### src/rtl/func_unit_seq.sv
// func_unit_seq: sequential ALU/shifter with registered result and flags.
// ALU ops finish in one cycle; shifts and rotates step one bit per clock
// through a work register, so no barrel shifter is built.
//
// state  | meaning
// -------+------------------------------------------------------------
// IDLE   | waiting for start; ALU ops and zero-length shifts finish here
// SHIFT  | stepping the work register one bit per clock until cnt hits 0

module func_unit_seq #(
  parameter  int WIDTH = 16,
  localparam int SW    = $clog2(WIDTH)
) (
  input  logic             clk,
  input  logic             rst,
  input  logic             start,
  input  logic [3:0]       sel,
  input  logic [WIDTH-1:0] A,
  input  logic [WIDTH-1:0] B,
  output logic [WIDTH-1:0] F,
  output logic             Z,
  output logic             N,
  output logic             C,
  output logic             V,
  output logic             busy,
  output logic             done
);

  typedef enum logic {
    S_IDLE  = 1'b0,
    S_SHIFT = 1'b1
  } state_t;

  localparam logic [1:0] SH_SHL = 2'b00;
  localparam logic [1:0] SH_SHR = 2'b01;
  localparam logic [1:0] SH_SAR = 2'b10;
  localparam logic [1:0] SH_ROL = 2'b11;

  state_t           r_state;
  logic [SW-1:0]    r_cnt;
  logic [WIDTH-1:0] r_work;
  logic [1:0]       r_op;
  logic [WIDTH-1:0] r_f;
  logic             r_z;
  logic             r_n;
  logic             r_c;
  logic             r_v;
  logic             r_done;

  state_t           w_state_nxt;
  logic [SW-1:0]    w_cnt_nxt;
  logic [WIDTH-1:0] w_work_nxt;
  logic [1:0]       w_op_nxt;
  logic             w_load;
  logic [WIDTH-1:0] w_f_nxt;
  logic             w_c_nxt;
  logic             w_v_nxt;
  logic             w_busy;

  logic [SW-1:0]    w_amt;
  logic [WIDTH:0]   w_add;
  logic [WIDTH:0]   w_sub;
  logic [WIDTH:0]   w_inc;
  logic [WIDTH-1:0] w_alu_f;
  logic             w_alu_c;
  logic             w_alu_v;
  logic [WIDTH-1:0] w_step;
  logic             w_step_out;

  assign w_amt = A[SW-1:0];
  assign w_add = {1'b0, A} + {1'b0, B};
  assign w_sub = {1'b0, A} - {1'b0, B};
  assign w_inc = {1'b0, A} + (WIDTH+1)'(1);

  // single-cycle ALU result, carry/borrow and signed overflow
  always_comb begin
    w_alu_f = '0;
    w_alu_c = 1'b0;
    w_alu_v = 1'b0;
    case (sel[2:0])
      3'b000: begin
        w_alu_f = w_add[WIDTH-1:0];
        w_alu_c = w_add[WIDTH];
        w_alu_v = (A[WIDTH-1] == B[WIDTH-1]) && (w_add[WIDTH-1] != A[WIDTH-1]);
      end
      3'b001: begin
        // the extra top bit of the zero-extended difference is the borrow (A<B)
        w_alu_f = w_sub[WIDTH-1:0];
        w_alu_c = w_sub[WIDTH];
        w_alu_v = (A[WIDTH-1] != B[WIDTH-1]) && (w_sub[WIDTH-1] != A[WIDTH-1]);
      end
      3'b010: w_alu_f = A & B;
      3'b011: w_alu_f = A | B;
      3'b100: w_alu_f = A ^ B;
      3'b101: w_alu_f = ~A;
      3'b110: w_alu_f = B;
      default: begin
        w_alu_f = w_inc[WIDTH-1:0];
        w_alu_c = w_inc[WIDTH];
        w_alu_v = !A[WIDTH-1] && w_inc[WIDTH-1];
      end
    endcase
  end

  // one-bit step of the work register and the bit that leaves it
  always_comb begin
    w_step     = r_work;
    w_step_out = 1'b0;
    case (r_op)
      SH_SHL: begin
        w_step     = {r_work[WIDTH-2:0], 1'b0};
        w_step_out = r_work[WIDTH-1];
      end
      SH_SHR: begin
        w_step     = {1'b0, r_work[WIDTH-1:1]};
        w_step_out = r_work[0];
      end
      SH_SAR: begin
        w_step     = {r_work[WIDTH-1], r_work[WIDTH-1:1]};
        w_step_out = r_work[0];
      end
      default: begin
        // for ROL the bit leaving the top is also the bit entering bit 0
        w_step     = {r_work[WIDTH-2:0], r_work[WIDTH-1]};
        w_step_out = r_work[WIDTH-1];
      end
    endcase
  end

  // next-state, work register and result-load decisions
  always_comb begin
    w_state_nxt = r_state;
    w_cnt_nxt   = r_cnt;
    w_work_nxt  = r_work;
    w_op_nxt    = r_op;
    w_load      = 1'b0;
    w_f_nxt     = r_f;
    w_c_nxt     = r_c;
    w_v_nxt     = r_v;
    w_busy      = 1'b0;
    case (r_state)
      S_IDLE: begin
        if (start) begin
          if (!sel[3]) begin
            w_load  = 1'b1;
            w_f_nxt = w_alu_f;
            w_c_nxt = w_alu_c;
            w_v_nxt = w_alu_v;
          end else if (w_amt == '0) begin
            w_load  = 1'b1;
            w_f_nxt = B;
            w_c_nxt = 1'b0;
            w_v_nxt = 1'b0;
          end else begin
            w_state_nxt = S_SHIFT;
            w_cnt_nxt   = w_amt;
            w_work_nxt  = B;
            w_op_nxt    = sel[1:0];
          end
        end
      end
      S_SHIFT: begin
        w_busy     = 1'b1;
        w_cnt_nxt  = r_cnt - SW'(1);
        w_work_nxt = w_step;
        if (r_cnt == SW'(1)) begin
          w_load      = 1'b1;
          w_f_nxt     = w_step;
          w_c_nxt     = w_step_out;
          w_v_nxt     = 1'b0;
          w_state_nxt = S_IDLE;
        end
      end
      default: w_state_nxt = S_IDLE;
    endcase
  end

  // state, counter and work register
  always_ff @(posedge clk) begin
    if (rst) begin
      r_state <= S_IDLE;
      r_cnt   <= '0;
      r_work  <= '0;
      r_op    <= SH_SHL;
    end else begin
      r_state <= w_state_nxt;
      r_cnt   <= w_cnt_nxt;
      r_work  <= w_work_nxt;
      r_op    <= w_op_nxt;
    end
  end

  // result and flags move only on a completing edge; done marks that edge
  always_ff @(posedge clk) begin
    if (rst) begin
      r_f    <= '0;
      r_z    <= 1'b0;
      r_n    <= 1'b0;
      r_c    <= 1'b0;
      r_v    <= 1'b0;
      r_done <= 1'b0;
    end else begin
      r_done <= w_load;
      if (w_load) begin
        r_f <= w_f_nxt;
        r_z <= (w_f_nxt == '0);
        r_n <= w_f_nxt[WIDTH-1];
        r_c <= w_c_nxt;
        r_v <= w_v_nxt;
      end
    end
  end

  assign F    = r_f;
  assign Z    = r_z;
  assign N    = r_n;
  assign C    = r_c;
  assign V    = r_v;
  assign busy = w_busy;
  assign done = r_done;

endmodule

### config.mk
export PLATFORM = sky130hd
export DESIGN_NAME = func_unit_seq
export DESIGN_NICKNAME = d
export VERILOG_FILES = /design/src/rtl/func_unit_seq.sv
export SDC_FILE = /design/constraint.sdc
export NUM_CORES = 1
export LEC_CHECK = 0
export BUFFER_PORTS_ARGS = -buffer_cell sky130_fd_sc_hd__buf_2
export CAP_MARGIN = 20
export CORE_MARGIN = 5
export CORE_UTILIZATION = 55
export DETAILED_ROUTE_END_ITERATION = 8
export PLACE_DENSITY_LB_ADDON = 0.3
export SETUP_SLACK_MARGIN = 0.2
export SLEW_MARGIN = 20
export SYNTH_ARGS = -nofsm -noshare
export SYNTH_HDL_FRONTEND = slang
export SYNTH_SLANG_ARGS = --single-unit
### constraint.sdc
create_clock -name clk -period 4 [get_ports clk]
set_clock_uncertainty 0.1 [all_clocks]
set_input_delay 0.6 -clock clk [delete_from_list [all_inputs] [get_ports clk]]
set_output_delay 0.6 -clock clk [all_outputs]
set_load 0.005 [all_outputs]
# Word-level counts from Yosys, hierarchy flattened
# Index checks and enable logic that the tools add are counted.
[totals] reg_bits=44 in_bits=39 out_inout_bits=22 word_cells=89
[classes] add_sub_neg=4 n_eq_ne=18 n_mux=38 n_bitwise=6 n_reduce_logical=13
[ops] cell="2-to-1 mux 16 bit" n=7
[ops] cell="one-hot mux 16 bit (7 select lines)" n=1
[ops] cell="one-hot mux 16 bit (2 select lines)" n=2
[ops] cell="one-hot mux 16 bit (3 select lines)" n=1
[ops] cell="adder 16 x 1 -> 17 bit (second input constant)" n=1
[ops] cell="adder 16 x 16 -> 17 bit" n=1
[ops] cell="2-to-1 mux 1 bit" n=17
[ops] cell="subtractor 16 x 16 -> 17 bit" n=1
[ops] cell="AND 16 bit" n=1
[ops] cell="logical NOT 16 bit" n=1
[ops] cell="NOT 16 bit" n=1
[ops] cell="OR 16 bit" n=1
[ops] cell="XOR 16 bit" n=1
[ops] cell="2-to-1 mux 4 bit" n=3
[ops] cell="== test 3 bit (second input constant)" n=3
[ops] cell="one-hot mux 1 bit (2 select lines)" n=4
[ops] cell="one-hot mux 4 bit (2 select lines)" n=1
[ops] cell="AND reduction 4 bit" n=2
[ops] cell="== test 3 x 2 -> 1 bit (second input constant)" n=2
[ops] cell="!= test 2 bit (second input constant)" n=3
[ops] cell="one-hot mux 1 bit (3 select lines)" n=2
[ops] cell="OR reduction 5 bit" n=1
[ops] cell="== test 4 x 1 -> 1 bit (second input constant)" n=1
[ops] cell="logical NOT 4 bit" n=1
[ops] cell="15 further kinds" n=20

# Logic depth before layout (Yosys ltp)
# Gate-level depths: netlist of the first run.
[logic_depth] depth_word=7 mapped_depth=14 ltp_nobuf=14

# Least setup slack after synthesis of the first run
# OpenSTA, ideal clock, no wires.
[synth_path] path_type="input-to-reg" startpoint="input A[0]" endpoint="register r_z, in the netlist Z" setup_ps=69 arrival_ps=3288 t_required_ps=3831 slack_ps=543 cell_stages=14 path_buffers=0 path_cell_list="inv_1 > ha_1 > inv_1 > fa_1 > nor2b_1 > o311ai_2 > a21oi_1 > a211oi_1 > a2bb2oi_1 > a211o_1 > or4b_1 > and4bb_1 > nand4_1 > o21ai_1"
[synth_via] elab_chain_cells=6 word_cells_on_any_way=18 cone_classes="add/sub: 3; mux: 9; bitwise: 4; reduce/logical: 2"
[synth_rtl] element="start, declared" line="18" rtl="input logic [WIDTH-1:0] A,"
[synth_rtl] element="adder 16 x 1 -> 17 bit (tied with other cells)" line="73" rtl="assign w_inc = {1'b0, A} + (WIDTH+1)'(1);"
[synth_rtl] element="one-hot mux 16 bit (7 select lines) / 2-to-1 mux 16 bit (equally long branches)" line="80, 149"
[synth_rtl] element="2-to-1 mux 16 bit" line="144" rtl="if (!sel[3]) begin"
[synth_rtl] element="2-to-1 mux 16 bit" line="143" rtl="if (start) begin"
[synth_rtl] element="one-hot mux 16 bit (2 select lines)" line="141" rtl="case (r_state)"
[synth_rtl] element="logical NOT 16 bit" line="206" rtl="r_z <= (w_f_nxt == '0);"
[synth_rtl] element="end signal, assigned" line="206"
[synth_rtl] element="end, declared" line="44" rtl="logic r_z;"
# Several ways; a longest one is shown, not always the timed one.
# A chain may end at the register's enable or synchronous reset.

# Final worst setup path of the first run
[layout_path] startpoint="input A[1]" endpoint="register r_v, in the netlist V"
[layout_via] elab_chain_cells=7 word_cells_on_any_way=19 cone_classes="add/sub: 3; eq/ne: 3; mux: 8; reduce/logical: 5"
[layout_rtl] element="subtractor 16 x 16 -> 17 bit / adder 16 x 16 -> 17 bit (equally long branches)" line="72, 71"
[layout_rtl] element="!= test 1 bit (on tied branches)" line="90, 84"
[layout_rtl] element="logical AND 1 bit (on tied branches)" line="90, 84"
[layout_rtl] element="one-hot mux 1 bit (3 select lines)" line="80" rtl="case (sel[2:0])"
[layout_rtl] element="2-to-1 mux 1 bit" line="144"
[layout_rtl] element="2-to-1 mux 1 bit" line="143"
[layout_rtl] element="one-hot mux 1 bit (2 select lines)" line="141"
[layout_rtl] element="end signal, assigned" line="209" rtl="r_v <= w_v_nxt;"
[layout_rtl] element="end, declared" line="47" rtl="logic r_v;"
# Several ways; a longest one is shown, not always the timed one. The select of a mux whose other input is x is not followed.

==> out/summary.txt, run 1 <==
Run status = complete, no violations
Kind of critical path = in -> reg
Max Slew Vio Count = 0
Finished Layout Cells = 959
Worst VDD drop = 0.180 mV
Vias in the first global route = 6453
Synthesized area = 0.00577 mm2
DRT antenna net count = 0
Arrival @ worst endpoint = 3.68 ns
Reg-to-reg slack, setup = 0.62 ns
CTS tree = yes
Post-synthesis register bit count = 43
Warnings, synthesis = 0
Tot GR Track Use = 33.1%
Max frequency = 277 MHz
PwrDens = 255 mW/mm2
Cts bufs inserted = 5
Postcts setup bufs = 0
Worst setup EP type = register
Nets = 923
Fraction of layout cells with a size suffix above 1 = 16.5%
Largest net degree at the start of global routing = 44
Total gr overflow = 0
Die area = 0.0126 mm2
I/O Buffers = 60
Placed Instances = 951
Final Hold Vio Count = 0
Yosys top cell area share = 14.9%
# fillers = 1005
Worst-path fanout max = 7
Hold Crit Class = reg -> reg
Post-CTS Resized = 0
Crit share post-route = 90.2%
Number of diodes = 0
Top FF cell, synth = dfxtp_1
Initial antenna violation count = 0
Number of remaining DRC errors = 0
Clk sink count = 43
Leak pwr = 2.65 nW
Startpoint type of the worst setup path = input pin
Cell taking the most area after synthesis = dfxtp_1
Max incr delay on CP = 0.48 ns
Global-route wire length before repair = 34000 um
Post-DR vias/cell = 7.08
CTS root buf = clkbuf_8
HPWL Detailed = 17300 um
Worst EP required = 4.07 ns
1st-pass router iterations = 6
RSZ-0062 raised after global routing = false
Row count = 37
Crit-path cells = buf_2 > inv_1 > ha_1 > nor2_1 > o311a_1 > o211ai_1 > buf_4 > o311a_1 > a221oi_1 > nor2_1 > a221o_1 > o211ai_1 > a21oi_1
Max-cap violations = 0
Fin crit period = 3.61 ns
Async SR Flop Fraction = 0%
Die Height = 112 um
Clock Path Buffers = 2
Syn nets = 877
Via Count = 6785
Post-synthesis sequential area ratio = 14.9%
Final setup fails = 0
Number of synthesized flops with an enable pin = 0
Most frequent cell after synthesis = nor2_1
Avg Inst Size Synth = 7.44 um2
Slowest CP cell = a221oi_1
Post-synth cell types = 82
Post-CTS Hold Buffers = 0
Cells after Synth = 776
Starting density of the core = 56.2%
Synth top cells by count = 72 x nor2_1, 60 x ha_1, 52 x inv_1, 47 x a21oi_1
DR iter-0 viols = 970
Clock Latency Late Sink = 0.30 ns
Clk slew on worst S/H paths = 0.09 ns
Post-Route WL = 22100 um
Tot Pwr = 0.00162 W
Htree depth = 2
Slew @ Worst Pin = 0.886 ns
Relative slew slack = 40.7%
Routability Congestion = 0.984
Setup TNS = 0 ns
Core footprint = 0.0103 mm2
I/O Pins = 61
Routed len/inst = 23.0 um
Area grow syn2layout = 10.4%
Die X = 112 um
Synth top area cells = dfxtp_1 15%, ha_1 13%, nor2_1 4.7%
## critical path: cells and delay by family
kind / cells / cell delay [ns]
fa+ha+maj: 1 / 0.37
simple gates: 2 / 0.29
compound gates: 7 / 1.90
buf+inv: 3 / 0.53
## cells in the final DEF, fill, tap and decap left out, types with 17 or more instances in the layout
master / synthesis / final
a211oi_1: 21 / 21
inv_1: 52 / 52
o21ai_0: 42 / 42
a221oi_1: 21 / 21
a21oi_1: 47 / 47
dfxtp_1: 43 / 43
ha_1: 60 / 60
buf_4: 5 / 36
nor2_1: 72 / 72
nand2_1: 43 / 43
nand3_1: 21 / 21
nor3_1: 17 / 17
xnor2_1: 21 / 21
a22oi_1: 18 / 18
buf_2: 12 / 60
## logic make-up after synthesis
family                   synth area share, %
adder cells (fa/ha/maj)                 13.7
XOR/XNOR                                3.79
multiplexers                            1.45
buffers and inverters                   8.32
flip-flops                              14.9
AND/OR/NAND/NOR                         19.9
AO/OA/AOI/OAI                           38.0
## per-stage QoR
step	hold WS [ns]	utilization (%)	area [um2]	setup WS [ns]
after floorplan	0.348	-	5770	0.543
after global placement	0.344	60.7	6240	0.166
after detailed placement	0.350	60.7	6240	0.125
after CTS	0.370	61.9	6360	0.382
after global routing	0.424	62.0	6370	0.237
final	0.369	62.0	6370	0.392
## registers in the layout, summed over array words and instances (netlist names)
register / flops
done: 1
r_op: 2
r_cnt: 4
V: 1
F: 16
Z: 1
r_work: 16
C: 1
r_state: 1
## area by class of cell
class,count,area [um2],share of cell area (%)
well taps,136,170,2.67
clock inverters,2,35.0,0.550
flip-flops and latches,43,861,13.5
multi-input cells,620,4440,69.7
clock buffers,6,82.6,1.30
inverters,56,210,3.30
repair buffers,96,571,8.96
## routing by layer
metal	GRT usage, %	wire [um]
met3	4.96	2200
met4	16.6	1230
met5	0	0
met2	53.2	9720
met1	43.0	8920
## path summary, 6_finish.rpt
check | startpoint | endpoint | cells past startpoint
setup reg to reg | r_op[0]$_SDFFE_PP0P_ | Z$_SDFFE_PP0P_ | 12
hold reg to reg | V$_SDFFE_PP0P_ | V$_SDFFE_PP0P_ | 2
hold / removal | V$_SDFFE_PP0P_ | V$_SDFFE_PP0P_ | 2
setup / recovery | A[1] | V$_SDFFE_PP0P_ | 13
## report_power, final
group / internal (W) / switching [W]
Clock: 0.000202 / 0.000159
Combinational: 0.000290 / 0.000467
Sequential: 0.000466 / 0.0000393
(Power assumes the default switching activity.)
==> inputs of run 2 (changes only) <==
--- a/config.mk
+++ b/config.mk
@@ -8,7 +8,8 @@
 export BUFFER_PORTS_ARGS = -buffer_cell sky130_fd_sc_hd__buf_2
 export CAP_MARGIN = 20
 export CORE_MARGIN = 5
-export CORE_UTILIZATION = 55
+export CORE_UTILIZATION = 45
+export CTS_BUF_LIST = sky130_fd_sc_hd__clkbuf_4
 export DETAILED_ROUTE_END_ITERATION = 8
 export PLACE_DENSITY_LB_ADDON = 0.3
 export SETUP_SLACK_MARGIN = 0.2
==> run 2 against run 1 <==
  * Critical path type unchanged
  * Power shrank 8.8%
  * Register-to-register slack improved by 0.10 ns
  * Largest power group unchanged
  * Worst setup slack improved by 0.12 ns
  * Highest routed layer unchanged
  * Final cell count up 4.8%
==> out/summary.txt, run 2 (synthesis results as in run 1) <==
Nets = 933 (was 923)
Sequential Power Share = 34.1% (was 31.1%)
Area grow syn2layout = 11.3% (was 10.4%)
Routed len/inst = 21.0 um (was 23.0 um)
Clock Latency Late Sink = 0.37 ns (was 0.30 ns)
# fillers = 1304 (was 1005)
Post-Route WL = 21100 um (was 22100 um)
Tot GR Track Use = 27.7% (was 33.1%)
Fin crit period = 3.49 ns (was 3.61 ns)
Clk network pwr share = 15.5% (was 22.3%)
Switching share of power = 43.5% (was 41.0%)
DRT antenna net count = 0 (unchanged)
CP Buf/Inv Count = 3 (unchanged)
Max-cap violations = 0 (unchanged)
Die Height = 123 um (was 112 um)
Max Slew Vio Count = 0 (unchanged)
I/O Pins = 61 (unchanged)
Pint = 0.000836 W (was 0.000958 W)
Commonest non-fill, non-tap cell in the layout = nor2_1 (unchanged)
Clk sink count = 43 (unchanged)
Final Hold Vio Count = 0 (unchanged)
Global-route wire length before repair = 33000 um (was 34000 um)
Fraction of layout cells with a size suffix above 1 = 17.5% (was 16.5%)
Largest net degree at the start of global routing = 44 (unchanged)
RSZ-0062 raised after global routing = false (unchanged)
Most used cell, CP = inv_1
CTS root buf = clkbuf_4 (was clkbuf_8)
Total gr overflow = 0 (unchanged)
Number of diodes = 0 (unchanged)
Post-layout util = 50.9% (was 62.0%)
1st-pass router iterations = 5 (was 6)
Via Count = 6548 (was 6785)
Htree depth = 2 (unchanged)
Postcts setup bufs = 0 (unchanged)
Hold path depth = 2 (unchanged)
DR iter-0 viols = 755 (was 970)
Die X = 123 um (was 112 um)
Psw = 0.000644 W (was 0.000666 W)
Worst EP required = 4.22 ns (was 4.07 ns)
Worst path top cell family by delay = compound AO/OA/AOI/OAI gates (unchanged)
Relative slew slack = 40.5% (was 40.7%)
Crit share post-route = 87.3% (was 90.2%)
Row count = 41 (was 37)
I/O Buffers = 60 (unchanged)
Post-CTS Hold Buffers = 0 (unchanged)
Kind of critical path = in -> reg (unchanged)
Arrival @ worst endpoint = 3.71 ns (was 3.68 ns)
Starting density of the core = 45.7% (was 56.2%)
HPWL Detailed = 16700 um (was 17300 um)
PwrDens = 230 mW/mm2 (was 255 mW/mm2)
Run status = complete, no violations (unchanged)
Hold Crit Class = reg -> reg (unchanged)
Vias in the first global route = 6113 (was 6453)
Crit-path cells = buf_2 > inv_1 > ha_1 > inv_1 > fa_1 > nor2b_1 > o311ai_2 > a21oi_1 > a211oi_1 > a2bb2oi_1 > a211o_1 > or4b_1 > and4bb_1 > nand4_1 > o21ai_1 (was buf_2 > inv_1 > ha_1 > nor2_1 > o311a_1 > o211ai_1 > buf_4 > o311a_1 > a221oi_1 > nor2_1 > a221o_1 > o211ai_1 > a21oi_1)
Clock Path Buffers = 2 (unchanged)
Post-DR vias/cell = 6.52 (was 7.08)
Core footprint = 0.0126 mm2 (was 0.0103 mm2)
CTS tree = yes (unchanged)
Worst-path fanout max = 4 (was 7)
Design Area, Final = 0.00643 mm2 (was 0.00637 mm2)
Worst setup EP type = register (unchanged)
Die area = 0.0152 mm2 (was 0.0126 mm2)
Leak pwr = 2.67 nW (was 2.65 nW)
Max incr delay on CP = 0.49 ns (was 0.48 ns)
Placed Area = 0.00637 mm2 (was 0.00624 mm2)
Logic pwr share = 50.4% (was 46.6%)
Clk slew on worst S/H paths = 0.14 ns (was 0.09 ns)
Cts bufs inserted = 5 (unchanged)
Number of remaining DRC errors = 0 (unchanged)
Initial antenna violation count = 0 (unchanged)
FF-to-FF path depth = 12 (unchanged)
Post-CTS Resized = 0 (unchanged)
Worst VDD drop = 0.139 mV (was 0.180 mV)
Slowest CP cell = or4b_1 (was a221oi_1)
Slew @ Worst Pin = 0.890 ns (was 0.886 ns)
WP depth = 15 (was 13)
Max frequency = 286 MHz (was 277 MHz)
Most frequent cells in the layout = 72 x nor2_1, 60 x ha_1, 60 x buf_2 (unchanged)
Routability Congestion = 0.990 (was 0.984)
Final setup fails = 0 (unchanged)
Setup TNS = 0 ns (unchanged)
Startpoint type of the worst setup path = input pin (unchanged)
-- run 2: cell type report --
cell class                 instances  area, um2  area share [%]
inverter                          56        210            3.27
sequential                        43        861            13.4
tap                              172        215            3.35
multi-input combinational        620       4440            69.0
clock inverter                     2       12.5           0.195
clock buffer                       6       45.0           0.701
timing repair buffer             106        646            10.0
-- run 2: path summary, 6_finish.rpt --
kind / to / slack (ns) / start
worst max-delay path: Z$_SDFFE_PP0P_ / 0.51 / A[0]
worst min-delay path: V$_SDFFE_PP0P_ / 0.37 / V$_SDFFE_PP0P_
worst max register to register: Z$_SDFFE_PP0P_ / 0.72 / r_cnt[0]$_SDFFE_PP0P_
worst min register to register: V$_SDFFE_PP0P_ / 0.37 / V$_SDFFE_PP0P_
-- run 2: power groups by stage --
stage	clock network [W]	registers [W]	logic (W)
floorplan	0	0.000501	0.000495
detailed placement	0	0.000513	0.000727
CTS	0.000231	0.000503	0.000730
global placement	0	0.000513	0.000726
finish	0.000229	0.000505	0.000746
global route	0.000252	0.000509	0.000811
-- run 2: per-stage QoR --
step	total power, W	setup slack, ns	cells	hold WS, ns
2_1_floorplan	0.000995	0.543	776	0.348
3_3_place_gp	0.00124	0.154	997	0.350
3_5_place_dp	0.00124	0.163	997	0.353
4_1_cts	0.00146	0.550	1005	0.371
5_1_grt	0.00157	0.267	1005	0.402
6_report	0.00148	0.509	1005	0.371
-- run 2: layer usage --
metal  track usage (%)  part of all wire, %  vias up
met3              3.52                  8.3       53
met4              9.55                  3.6        0
met5                 0                    0        -
met2              43.0                   44      356
li1                  -                    -     3039
met1              39.5                   44     3100
-- run 2: worst min-delay path: stages (launching register included) --
cell     delay (ns)
dfxtp_1        0.33
nand2_1        0.05
a21oi_1        0.05
